## src/rtl/adder_pkg.sv

```systemverilog
// ---------------------------------------------------------------------------
// adder_pkg
// Shared definitions for the adders in combinational_ckt.
//   DEFAULT_WIDTH / DEFAULT_STAGES : default operand width and pipeline depth
//   divisible()                    : true when WIDTH splits evenly into STAGES
//   chunk_width()                  : bits added per pipeline stage
// ---------------------------------------------------------------------------
package adder_pkg;

   localparam int unsigned DEFAULT_WIDTH  = 16;
   localparam int unsigned DEFAULT_STAGES = 4;

   function automatic bit divisible(input int unsigned width,
                                    input int unsigned stages);
      return (stages != 0) && (stages <= width) && ((width % stages) == 0);
   endfunction

   function automatic int unsigned chunk_width(input int unsigned width,
                                               input int unsigned stages);
      return (stages == 0) ? 0 : width / stages;
   endfunction

endpackage

```

## src/rtl/adder_stage.sv

```systemverilog
// ---------------------------------------------------------------------------
// adder_stage
// One registered CHUNK-bit add slice of the pipelined adder.
//   clk, rst_n : clock, asynchronous active-low reset
//   advance    : pipeline enable; all registers hold while low
//   valid_in   : valid bit of the slot entering this stage
//   a, b, cin  : chunk operands and incoming carry
//   valid      : registered slot valid
//   sum, carry : registered chunk sum and carry-out
// ---------------------------------------------------------------------------
module adder_stage #(
   parameter int unsigned CHUNK = 4
) (
   input  logic             clk,
   input  logic             rst_n,
   input  logic             advance,
   input  logic             valid_in,
   input  logic [CHUNK-1:0] a,
   input  logic [CHUNK-1:0] b,
   input  logic             cin,
   output logic             valid,
   output logic [CHUNK-1:0] sum,
   output logic             carry
);

   logic [CHUNK:0] total;

   always_comb begin
      total = {1'b0, a} + {1'b0, b} + {{CHUNK{1'b0}}, cin};
   end

   always_ff @(posedge clk or negedge rst_n) begin
      if (!rst_n) begin
         valid <= 1'b0;
         sum   <= '0;
         carry <= 1'b0;
      end else if (advance) begin
         valid <= valid_in;
         sum   <= total[CHUNK-1:0];
         carry <= total[CHUNK];
      end
   end

endmodule

```

## src/rtl/pipelined_adder.sv

```systemverilog
// ---------------------------------------------------------------------------
// pipelined_adder
// WIDTH-bit adder split into STAGES registered chunks, carry registered
// between chunks, valid/ready handshake with full backpressure.
//   clk, rst_n          : clock, asynchronous active-low reset
//   in_valid / in_ready : operand handshake (in_ready = !out_valid || out_ready)
//   A, B, Cin           : operands and carry-in to bit 0
//   sub                 : subtract select (only with PIPELINED_ADDER_SUB_EN)
//   out_valid/out_ready : result handshake
//   sum, carry          : A+B+Cin mod 2^WIDTH and unsigned carry-out
//   overflow            : signed overflow of the addition
// Optional feature macro: PIPELINED_ADDER_SUB_EN (adds the sub input; B is
// inverted per chunk, Cin passed unchanged, so Cin=1 gives A-B).
// ---------------------------------------------------------------------------
module pipelined_adder
   import adder_pkg::*;
#(
   parameter int unsigned WIDTH  = DEFAULT_WIDTH,
   parameter int unsigned STAGES = DEFAULT_STAGES
) (
   input  logic             clk,
   input  logic             rst_n,
   input  logic             in_valid,
   output logic             in_ready,
   input  logic [WIDTH-1:0] A,
   input  logic [WIDTH-1:0] B,
   input  logic             Cin,
`ifdef PIPELINED_ADDER_SUB_EN
   input  logic             sub,
`endif
   output logic             out_valid,
   input  logic             out_ready,
   output logic [WIDTH-1:0] sum,
   output logic             carry,
   output logic             overflow
);

   localparam int unsigned CHUNK = chunk_width(WIDTH, STAGES);

   if (!divisible(WIDTH, STAGES)) begin : g_bad_cfg
      $error("pipelined_adder: WIDTH must be a multiple of STAGES");
   end

   logic advance;
   logic take;
   logic sub_in;

`ifdef PIPELINED_ADDER_SUB_EN
   assign sub_in = sub;
`else
   assign sub_in = 1'b0;
`endif

   assign advance  = !out_valid || out_ready;
   assign in_ready = advance;
   assign take     = in_valid && advance;

   // Stage k owns operand bits [WIDTH-1:LO] on its input side: chunk k is
   // added here, the rest rides along in g_up. Already-computed lower sum
   // chunks ride along in g_low so the full sum lines up at the output.
   for (genvar k = 0; k < STAGES; k++) begin : stg
      localparam int unsigned LO = k * CHUNK;
      localparam int unsigned HI = LO + CHUNK;

      logic [WIDTH-1:LO] a_src;
      logic [WIDTH-1:LO] b_src;
      logic              c_in;
      logic              v_in;
      logic              s_in;
      logic [CHUNK-1:0]  a_chunk;
      logic [CHUNK-1:0]  b_eff;
      logic              valid;
      logic [CHUNK-1:0]  chunk;
      logic              carry_q;

      if (k == 0) begin : g_src
         assign a_src = A;
         assign b_src = B;
         assign c_in  = Cin;
         assign v_in  = take;
         assign s_in  = sub_in;
      end else begin : g_src
         assign a_src = stg[k-1].g_up.a_up;
         assign b_src = stg[k-1].g_up.b_up;
         assign c_in  = stg[k-1].carry_q;
         assign v_in  = stg[k-1].valid;
         assign s_in  = stg[k-1].g_up.sub_q;
      end

      assign a_chunk = a_src[HI-1:LO];
      assign b_eff   = b_src[HI-1:LO] ^ {CHUNK{s_in}};

      adder_stage #(
         .CHUNK (CHUNK)
      ) u_stage (
         .clk      (clk),
         .rst_n    (rst_n),
         .advance  (advance),
         .valid_in (v_in),
         .a        (a_chunk),
         .b        (b_eff),
         .cin      (c_in),
         .valid    (valid),
         .sum      (chunk),
         .carry    (carry_q)
      );

      if (k < STAGES - 1) begin : g_up
         logic [WIDTH-1:HI] a_up;
         logic [WIDTH-1:HI] b_up;
         logic              sub_q;

         always_ff @(posedge clk or negedge rst_n) begin
            if (!rst_n) begin
               a_up  <= '0;
               b_up  <= '0;
               sub_q <= 1'b0;
            end else if (advance) begin
               a_up  <= a_src[WIDTH-1:HI];
               b_up  <= b_src[WIDTH-1:HI];
               sub_q <= s_in;
            end
         end
      end

      if (k > 0) begin : g_low
         logic [LO-1:0] low_next;
         logic [LO-1:0] low_q;

         if (k == 1) begin : g_cat
            assign low_next = stg[0].chunk;
         end else begin : g_cat
            assign low_next = {stg[k-1].chunk, stg[k-1].g_low.low_q};
         end

         always_ff @(posedge clk or negedge rst_n) begin
            if (!rst_n) begin
               low_q <= '0;
            end else if (advance) begin
               low_q <= low_next;
            end
         end
      end

      // Operand MSBs (B after optional inversion) kept beside the top chunk
      // so overflow can be formed from the registered sum MSB.
      if (k == STAGES - 1) begin : g_msb
         logic a_msb_q;
         logic b_msb_q;

         always_ff @(posedge clk or negedge rst_n) begin
            if (!rst_n) begin
               a_msb_q <= 1'b0;
               b_msb_q <= 1'b0;
            end else if (advance) begin
               a_msb_q <= a_chunk[CHUNK-1];
               b_msb_q <= b_eff[CHUNK-1];
            end
         end
      end
   end

   if (STAGES == 1) begin : g_sum
      assign sum = stg[0].chunk;
   end else begin : g_sum
      assign sum = {stg[STAGES-1].chunk, stg[STAGES-1].g_low.low_q};
   end

   assign out_valid = stg[STAGES-1].valid;
   assign carry     = stg[STAGES-1].carry_q;
   assign overflow  = (stg[STAGES-1].g_msb.a_msb_q == stg[STAGES-1].g_msb.b_msb_q) &&
                      (sum[WIDTH-1] != stg[STAGES-1].g_msb.a_msb_q);

endmodule

```

## config.mk

```make
export PLATFORM = sky130hd
export DESIGN_NAME = pipelined_adder
export DESIGN_NICKNAME = d
export VERILOG_FILES = /design/src/rtl/adder_pkg.sv /design/src/rtl/adder_stage.sv /design/src/rtl/pipelined_adder.sv
export SDC_FILE = /design/constraint.sdc
export NUM_CORES = 1
export LEC_CHECK = 0
export CORE_MARGIN = 1.5
export CORE_UTILIZATION = 45
export DETAILED_ROUTE_END_ITERATION = 6
export GPL_TIMING_DRIVEN = 0
export PLACE_DENSITY = 0.7
export SYNTH_ARGS = -nofsm -noshare
export SYNTH_HDL_FRONTEND = slang
export SYNTH_SLANG_ARGS = --single-unit
export TNS_END_PERCENT = 50
```

## constraint.sdc

```tcl
create_clock -name clk -period 4.38 [get_ports clk]
set_clock_uncertainty 0.05 [all_clocks]
set_input_delay 0.438 -clock clk [delete_from_list [all_inputs] [get_ports clk]]
set_output_delay 0.438 -clock clk [all_outputs]
set_load 0.01 [all_outputs]
```

Word level (Yosys, flattened, before mapping)
Cells that the tools add are included.
{"block": "op_classes", "n_addsub": 8, "eq_ne": 2, "n_reduce_logical": 4}
{"cell": "$add 4x4->5", "count": 4}
{"cell": "$add 5x1->5", "count": 4}
{"cell": "$logic_and 1x1->1", "count": 2}
{"cell": "$eq 1x1->1", "count": 1}
{"cell": "$logic_not 1->1", "count": 1}
{"cell": "$logic_or 1x1->1", "count": 1}
{"cell": "$ne 1x1->1", "count": 1}
{"block": "totals", "regBits": 98, "inputBits": 37, "out_inout_bits": 20, "word_cells": 37}

Longest topological paths before layout
Gate-level depths: netlist (run 1).
{"block": "depth", "word_depth": 3, "mapped_depth": 7, "ltp_nobuf": 6}

Hierarchy
A second synthesis (run 1) with hierarchy kept.
{"block": "unflattened", "hier_cells": 297, "area_unflattened_um2": 4504.3}
{"module": "pipelined_adder", "instances": 1, "cells_each": 161, "area_per_inst_um2": 2942.8}
{"module": "adder_stage (stg[0].u_stage ...)", "instances": 3, "cells_each": 34, "area_per_inst_um2": 392.9}
{"module": "adder_stage (stg[1].u_stage)", "instances": 1, "cells_each": 34, "area_per_inst_um2": 382.9}

Worst setup path before layout (run 1)
Ideal clock, no wire load.
{"block": "synth_timing", "kind": "input to register", "from": "input port A[0]", "to": "register stg[0].u_stage.carry", "arrival_ps": 1630, "slack_ps": 2572, "stages": 5, "n_path_buf": 0, "path_cell_list": "fa_1 fa_1 a21o_1 a21oi_1 a21oi_1"}
{"block": "synth_between", "elab_chain_cells": 2}
{"element": "start: declaration", "line_no": "pipelined_adder.sv:25", "rtl": "input logic [WIDTH-1:0] A,"}
{"element": "$add 4x4->5", "line_no": "adder_stage.sv:29", "rtl": "total = {1'b0, a} + {1'b0, b} + {{CHUNK{1'b0}}, cin};"}
{"element": "$add 5x1->5", "line_no": "adder_stage.sv:29"}
{"element": "end signal: assignment", "line_no": "adder_stage.sv:40", "rtl": "carry <= total[CHUNK];"}
{"element": "end: declaration", "line_no": "adder_stage.sv:23", "rtl": "output logic carry"}
Every way passes these cells.
A chain may end at the register's enable or synchronous reset.

Worst setup path after layout (run 1)
{"block": "layout_timing", "from": "input port out_ready", "to": "output port in_ready"}
{"block": "layout_between", "elab_chain_cells": 1}
{"element": "start: declaration", "line_no": "pipelined_adder.sv:32", "rtl": "input logic out_ready,"}
{"element": "$logic_or 1x1->1", "line_no": "pipelined_adder.sv:54", "rtl": "assign advance = !out_valid || out_ready;"}
{"element": "end: declaration", "line_no": "pipelined_adder.sv:24", "rtl": "output logic in_ready,"}
Every way passes these cells.

==> flow_metrics.tcl, run 1 <==
set metrics [dict create \
    status "finished clean" \
    power_per_cell_area_nw_per_um2 680.4 \
    timing.final.max_slew_violations 0 \
    die_area_um2 9902 \
    drive_above_1_share_pct 7.021 \
    grt_usage_pct 18.27 \
    layout-area-overhead-vs-synth_pct 23.19 \
    share_of_total_power_in_the_clock_network_pct 20.2 \
    vias_in_the_first_global_route 2948 \
    finalCritPeriodShare_pct 57.53 \
    ir_drop_uv 247.5 \
    classification_of_the_worst_slack_hold_path "in2async" \
    yosys_register_bits 98 \
    die-height_um 99.51 \
    cts_root_buffer_type "sky130_fd_sc_hd__clkbuf_8" \
    ant_nets 0 \
    clock_sinks 98 \
    worst_slew_margin_rel_pct 57.94 \
    finalSetupViolCount 0 \
    cts_tree "done" \
    synth-edff-count 0 \
    portBuffers 56 \
    length_of_the_first_detailed_routing_pass_in_iterations 4 \
    clk_latency_ps 360 \
    worstPathMaxFanout 10 \
    post_cts_resized 0 \
    cellLeakagePower_uw 0.002651 \
    grt_setup_unrepaired "false" \
    place_congestion 0.7587 \
    grt_antenna_before_repair 0 \
    combPwrFrac_pct 36.8 \
    timing.critical_path.arrival_ps 2030 \
    cap_violations 0 \
    htree_num_levels 3 \
    end_kind "output port" \
    achievable_frequency_mhz 396.9 \
    timing.critical_path.from_type "input pin" \
    post-place-ws_ps 1880 \
    synth_common_cells "sky130_fd_sc_hd__nand2_1, sky130_fd_sc_hd__dfrtp_1, sky130_fd_sc_hd__o21ai_0" \
    global_route.overflow_total 0 \
    syn-mean-instance-area_um2 9.232 \
    fin_crit_ps 2520 \
    drt-wirelength-per-cell_um 12.97 \
    drc_errors 0 \
    post_synth_main_area_contributors "sky130_fd_sc_hd__dfrtp_1, sky130_fd_sc_hd__nand2_1, sky130_fd_sc_hd__fa_1, sky130_fd_sc_hd__ha_1, sky130_fd_sc_hd__o21ai_0" \
    seq_area_frac_synth_pct 58.51 \
    holdWs_ps 36.31 \
    tns_ps 0 \
    die_w_um 99.51 \
    synth-async-reset-ratio_pct 100.0 \
    cts-hold-fix-buffers 0 \
    p_sw_share_pct 35.27 \
    timing_worst_setup_path_type "in2out" \
    netlist_area_um2 4192 \
    multiInputGateArea_um2 1544 \
    ys_types 22 \
    finalHoldViolations 0 \
    tightestPinTransition_ps 630.9 \
    register_area_um2 2452 \
    largest_net_degree_at_the_start_of_global_routing 51 \
    numPlacedInstances 622 \
    dp.final_hpwl_um 5914 \
    fp-row-count 35 \
    clkSlewWorstSetupHoldPaths_ps 100 \
    synth.yosys.warnings 0 \
    post_synth_net_total 511 \
    detailedRoute.firstIterationViolations 149 \
    cts-root-to-sink-buffers 2 \
    seq_power_share_pct 43.0 \
    synth_flop_cell "sky130_fd_sc_hd__dfrtp_1" \
    first_pass_grt_wire_length_um 14040 \
    synth_top_area_cell "sky130_fd_sc_hd__dfrtp_1" \
    synthCells 454 \
    start_util_pct 45.80 \
    core_area_um2 9153 \
    final_core_utilization_pct 56.42 \
    synthMostInstantiatedCell "sky130_fd_sc_hd__nand2_1" \
    finish.net_count 579 \
    finish.cell_count_without_fillers 638 \
    crit_required_ps 3890 \
    power.internal_uw 2274 \
    synth_top_cell_area_share_pct 58.51 \
    num_io_pins 57 \
    post_cts.repair.setup_buffers 0 \
    vias 3014 \
    viasPerCell 4.724 \
    fin_ws_ps 1860 \
    power_switching_uw 1239 \
    n_antenna_cell 0 \
    route.final.wire_length_um 8278 \
    fillCellCount 824 \
    tritoncts.num_buffers 9 \
]
==> state kept, by name, summed over array words and instances (netlist names) <==
name,flops
stg.g_low.low_q,24
stg.g_msb.a_msb_q,1
stg.g_msb.b_msb_q,1
stg.g_up.a_up,24
stg.g_up.b_up,24
stg.u_stage.carry,4
stg.u_stage.sum,16
stg.u_stage.valid,4
==> logic make-up after synthesis <==
logic type      synth area share [%]
xor+xnor                      0.8360
fa+ha+maj                      7.403
buf+inv                        4.657
simple gates                   23.22
flops                          58.51
compound gates                 5.373
==> stage by stage <==
stage               cell area, um2  total power (uW)
floorplan                     4192              2312
global placement              4891              2762
detailed placement            4916              2832
CTS                           5164              3544
global route                  5164              3809
finish                        5164              3513
==> per-layer routing <==
layer / part of all wire, % / vias up / GRT usage, %
met1: 48 / 1406 / 24.71
met2: 47 / 58 / 29.87
met4: 1.4 / 0 / 6.176
li1: - / 1539 / -
met3: 3.2 / 11 / 3.514
met5: 0 / - / 0
==> final timing paths <==
check | from | end | slack, ps | depth (start not counted)
max | out_ready | in_ready | 1860 | 6
min | rst_n | stg[2].g_up.b_up[15] | 40 | 1
max reg2reg | stg[1].u_stage.carry | stg[2].u_stage.carry | 2540 | 6
min reg2reg | stg[3].g_low.low_q[2] | stg[3].g_low.low_q[2] | 420 | 2
max in group asynchronous | rst_n | stg[1].u_stage.carry | 3580 | 2
min in group clk | stg[3].g_low.low_q[2] | stg[3].g_low.low_q[2] | 420 | 2
==> cells in the final DEF (no fill, tap or decap), drive strengths merged, types with 2 or more instances in the layout <==
cell type	netlist	layout
clkdlybuf4s50	0	55
o21ai	22	22
nand2	237	237
xor2	3	3
ha	12	12
a21o	4	4
o21a	2	2
clkbuf	3	12
dfrtp	98	98
nor2	11	11
fa	8	8
a21oi	11	11
inv	15	18
nor2b	5	5
bufinv	0	3
buf	18	20
==> worst max-delay path, cell delays in order <==
cell and delay, ps:
sky130_fd_sc_hd__clkdlybuf4s50_1 460, sky130_fd_sc_hd__nor2b_1 50, sky130_fd_sc_hd__buf_6 140, sky130_fd_sc_hd__inv_2 100, sky130_fd_sc_hd__buf_2 260, sky130_fd_sc_hd__clkdlybuf4s50_1 590
==> power groups by stage <==
stage / registers [uW] / logic, uW / clock network [uW]
6_report: 1510 / 1290 / 710
3_3_place_gp: 1510 / 1250 / 0
4_1_cts: 1510 / 1310 / 724
3_5_place_dp: 1530 / 1300 / 0
5_1_grt: 1570 / 1470 / 770
2_1_floorplan: 1520 / 794 / 0
==> layout make-up <==
type,count,area share (%)
Timing Repair Buffer,57,11.34
Clock buffer,9,2.399
Tap cell,111,2.690
Clock inverter,7,2.399
Inverter,15,1.090
Sequential cell,98,47.49
Multi-Input combinational cell,320,29.90
Buffer,21,2.690
Note: power is estimated with default switching activity, not from simulation.
==> run 2: changes to the inputs <==
PLACE_DENSITY = 0.72   (was 0.7)
clock period = 2.21 ns   (was 4.38 ns; I/O delays follow)
==> flow_metrics.tcl, run 2 (synthesized netlist as in run 1, its figures left out) <==
set metrics [dict create \
    status "finished clean" \
    critical_path.top_delay_family "buffers and inverters" \
    timing.final.max_slew_violations 0 \
    cp_num_buf_inv 3 \
    clock_sinks 98 \
    finalSetupViolCount 0 \
    die_w_um 99.51 \
    timing.critical_path.from_type "flop" \
    htree_num_levels 3 \
    grt_usage_pct 18.26 \
    crit_path_max_incr_delay_ps 590 \
    global_route.overflow_total 0 \
    ant_nets 0 \
    viasPerCell 4.751 \
    drt-wirelength-per-cell_um 12.86 \
    vias 3031 \
    worst_slew_margin_rel_pct 67.98 \
    power_per_cell_area_nw_per_um2 1318 \
    fp-row-count 35 \
    drive_above_1_share_pct 6.831 \
    post_cts_resized 0 \
    r2r_slack_ps 430 \
    first_pass_grt_wire_length_um 14100 \
    drc_errors 0 \
    num_io_pins 57 \
    cellLeakagePower_uw 0.002641 \
    fillCellCount 830 \
    start_util_pct 45.80 \
    fin_crit_ps 2084 \
    finalPower_uw 6775 \
    clk_latency_ps 350 \
    n_antenna_cell 0 \
    dp.final_hpwl_um 5871 \
    classification_of_the_worst_slack_hold_path "in2async" \
    portBuffers 56 \
    critical_path.slowest_cell "sky130_fd_sc_hd__clkdlybuf4s50_1" \
    die_area_um2 9902 \
    largest_net_degree_at_the_start_of_global_routing 70 \
    cts_tree "done" \
    layout_top_registers "stg.g_up.a_up x24, stg.g_up.b_up x24, stg.g_low.low_q x24" \
    finalCritPeriodShare_pct 94.31 \
    layout-area-overhead-vs-synth_pct 22.60 \
    core_area_um2 9153 \
    route.final.wire_length_um 8204 \
    detailedRoute.firstIterationViolations 117 \
    timing.critical_path.arrival_ps 1810 \
    worstPathCellList "nor2b_1 -> buf_6 -> inv_2 -> clkdlybuf4s50_1" \
    cts_root_buffer_type "sky130_fd_sc_hd__clkbuf_8" \
    routed.top_layer "met4" \
    grt_antenna_before_repair 0 \
    final_cell_mix "sky130_fd_sc_hd__nand2_1, sky130_fd_sc_hd__dfrtp_1, sky130_fd_sc_hd__clkdlybuf4s50_1" \
    cts-root-to-sink-buffers 2 \
    place_congestion 0.8043 \
    achievable_frequency_mhz 479.8 \
    cap_violations 0 \
    tightestPinTransition_ps 480.3 \
    ir_drop_uv 572.0 \
    most_frequent_standard_cell_in_the_layout_excluding_fill_and_tap_cells "sky130_fd_sc_hd__nand2_1" \
    vias_in_the_first_global_route 2964 \
    finalHoldViolations 0 \
    met2RoutedLength_um 4049 \
    end_kind "output port" \
    post-place-ws_ps 101.9 \
    clkSlewWorstSetupHoldPaths_ps 90 \
    tritoncts.num_buffers 9 \
    fin_ws_ps 125.7 \
    finish.net_count 579 \
    die-height_um 99.51 \
    timing_worst_setup_path_type "reg2out" \
    routed-wl-met3_um 234 \
    tns_ps 0 \
    worstPathMaxFanout 16 \
    routedLengthMet1_um 3838 \
    grt_setup_unrepaired "false" \
    crit_required_ps 1940 \
    length_of_the_first_detailed_routing_pass_in_iterations 6 \
]
## run 2: cell count changes in the layout (fill, tap and decap cells not counted)
cell and change:
sky130_fd_sc_hd__inv_6 -2, sky130_fd_sc_hd__clkinv_2 +3, sky130_fd_sc_hd__dlygate4sd3_1 +1, sky130_fd_sc_hd__inv_8 -1, sky130_fd_sc_hd__bufinv_16 -1, sky130_fd_sc_hd__buf_2 -1
sky130_fd_sc_hd__clkbuf_8 +1
## run 2: power breakdown
part | leakage, uW | switching, uW | internal (uW)
clock network | 0.000116 | 594 | 661
registers | 0.00118 | 427 | 2570
logic | 0.00134 | 1360 | 1160
total | 0.00264 | 2380 | 4390
## run 2: metal layers
metal  GRT usage (%)  up-vias
met5               0        -
met4           6.176        0
li1                -     1535
met2           30.19       50
met3           2.952       10
met1           24.78     1436
## run 2: area by class of cell
class / instances / area [um2] / area share (%)
clock inverters: 6 / 80.08 / 1.558
plain buffers: 20 / 133.9 / 2.605
well taps: 111 / 138.9 / 2.703
multi-input cells: 320 / 1544 / 30.05
inverters: 15 / 56.30 / 1.096
repair buffers: 58 / 595.6 / 11.59
flip-flops and latches: 98 / 2452 / 47.72
clock buffers: 10 / 137.6 / 2.678
## run 2: through the flow
stage / std cells / cell area, um2 / hold WS [ps] / utilization (%)
after detailed placement: 622 / 4916 / 135.1 / 53.71
after CTS: 638 / 5139 / 289.2 / 56.14
after global placement: 621 / 4891 / 394.0 / 53.44
final: 638 / 5139 / 285.4 / 56.14
after floorplan: 454 / 4192 / -124.6 / -
after global routing: 638 / 5139 / 303.7 / 56.14
## run 2: worst register-to-register path, delay by kind of cell, from the launching register on
family	cells	cell delay [ps]
simple gates	1	190
fa+ha+maj	2	880
buf+inv	1	60
compound gates	2	220
flops	1	330
## run 2: timing repair
| item | CTS | global route |
|---|---|---|
| endpoints found under the setup margin | 1 | 0 |
| hold buffers | 1 | 0 |
| endpoints found under the hold margin | 29 | 0 |
| setup buffers | 0 | 0 |
## run 2: final timing paths
| kind | from | endpoint | depth (start not counted) |
|---|---|---|---|
| setup / recovery | stg[3].u_stage.valid | in_ready | 4 |
| hold / removal | rst_n | stg[0].g_up.a_up[5] | 2 |
| setup reg to reg | stg[1].u_stage.carry | stg[2].u_stage.carry | 6 |
| hold reg to reg | stg[2].u_stage.valid | stg[2].u_stage.valid | 2 |
| max in group asynchronous | rst_n | stg[0].u_stage.valid | 3 |
| min in group clk | A[10] | stg[0].g_up.a_up[10] | 3 |
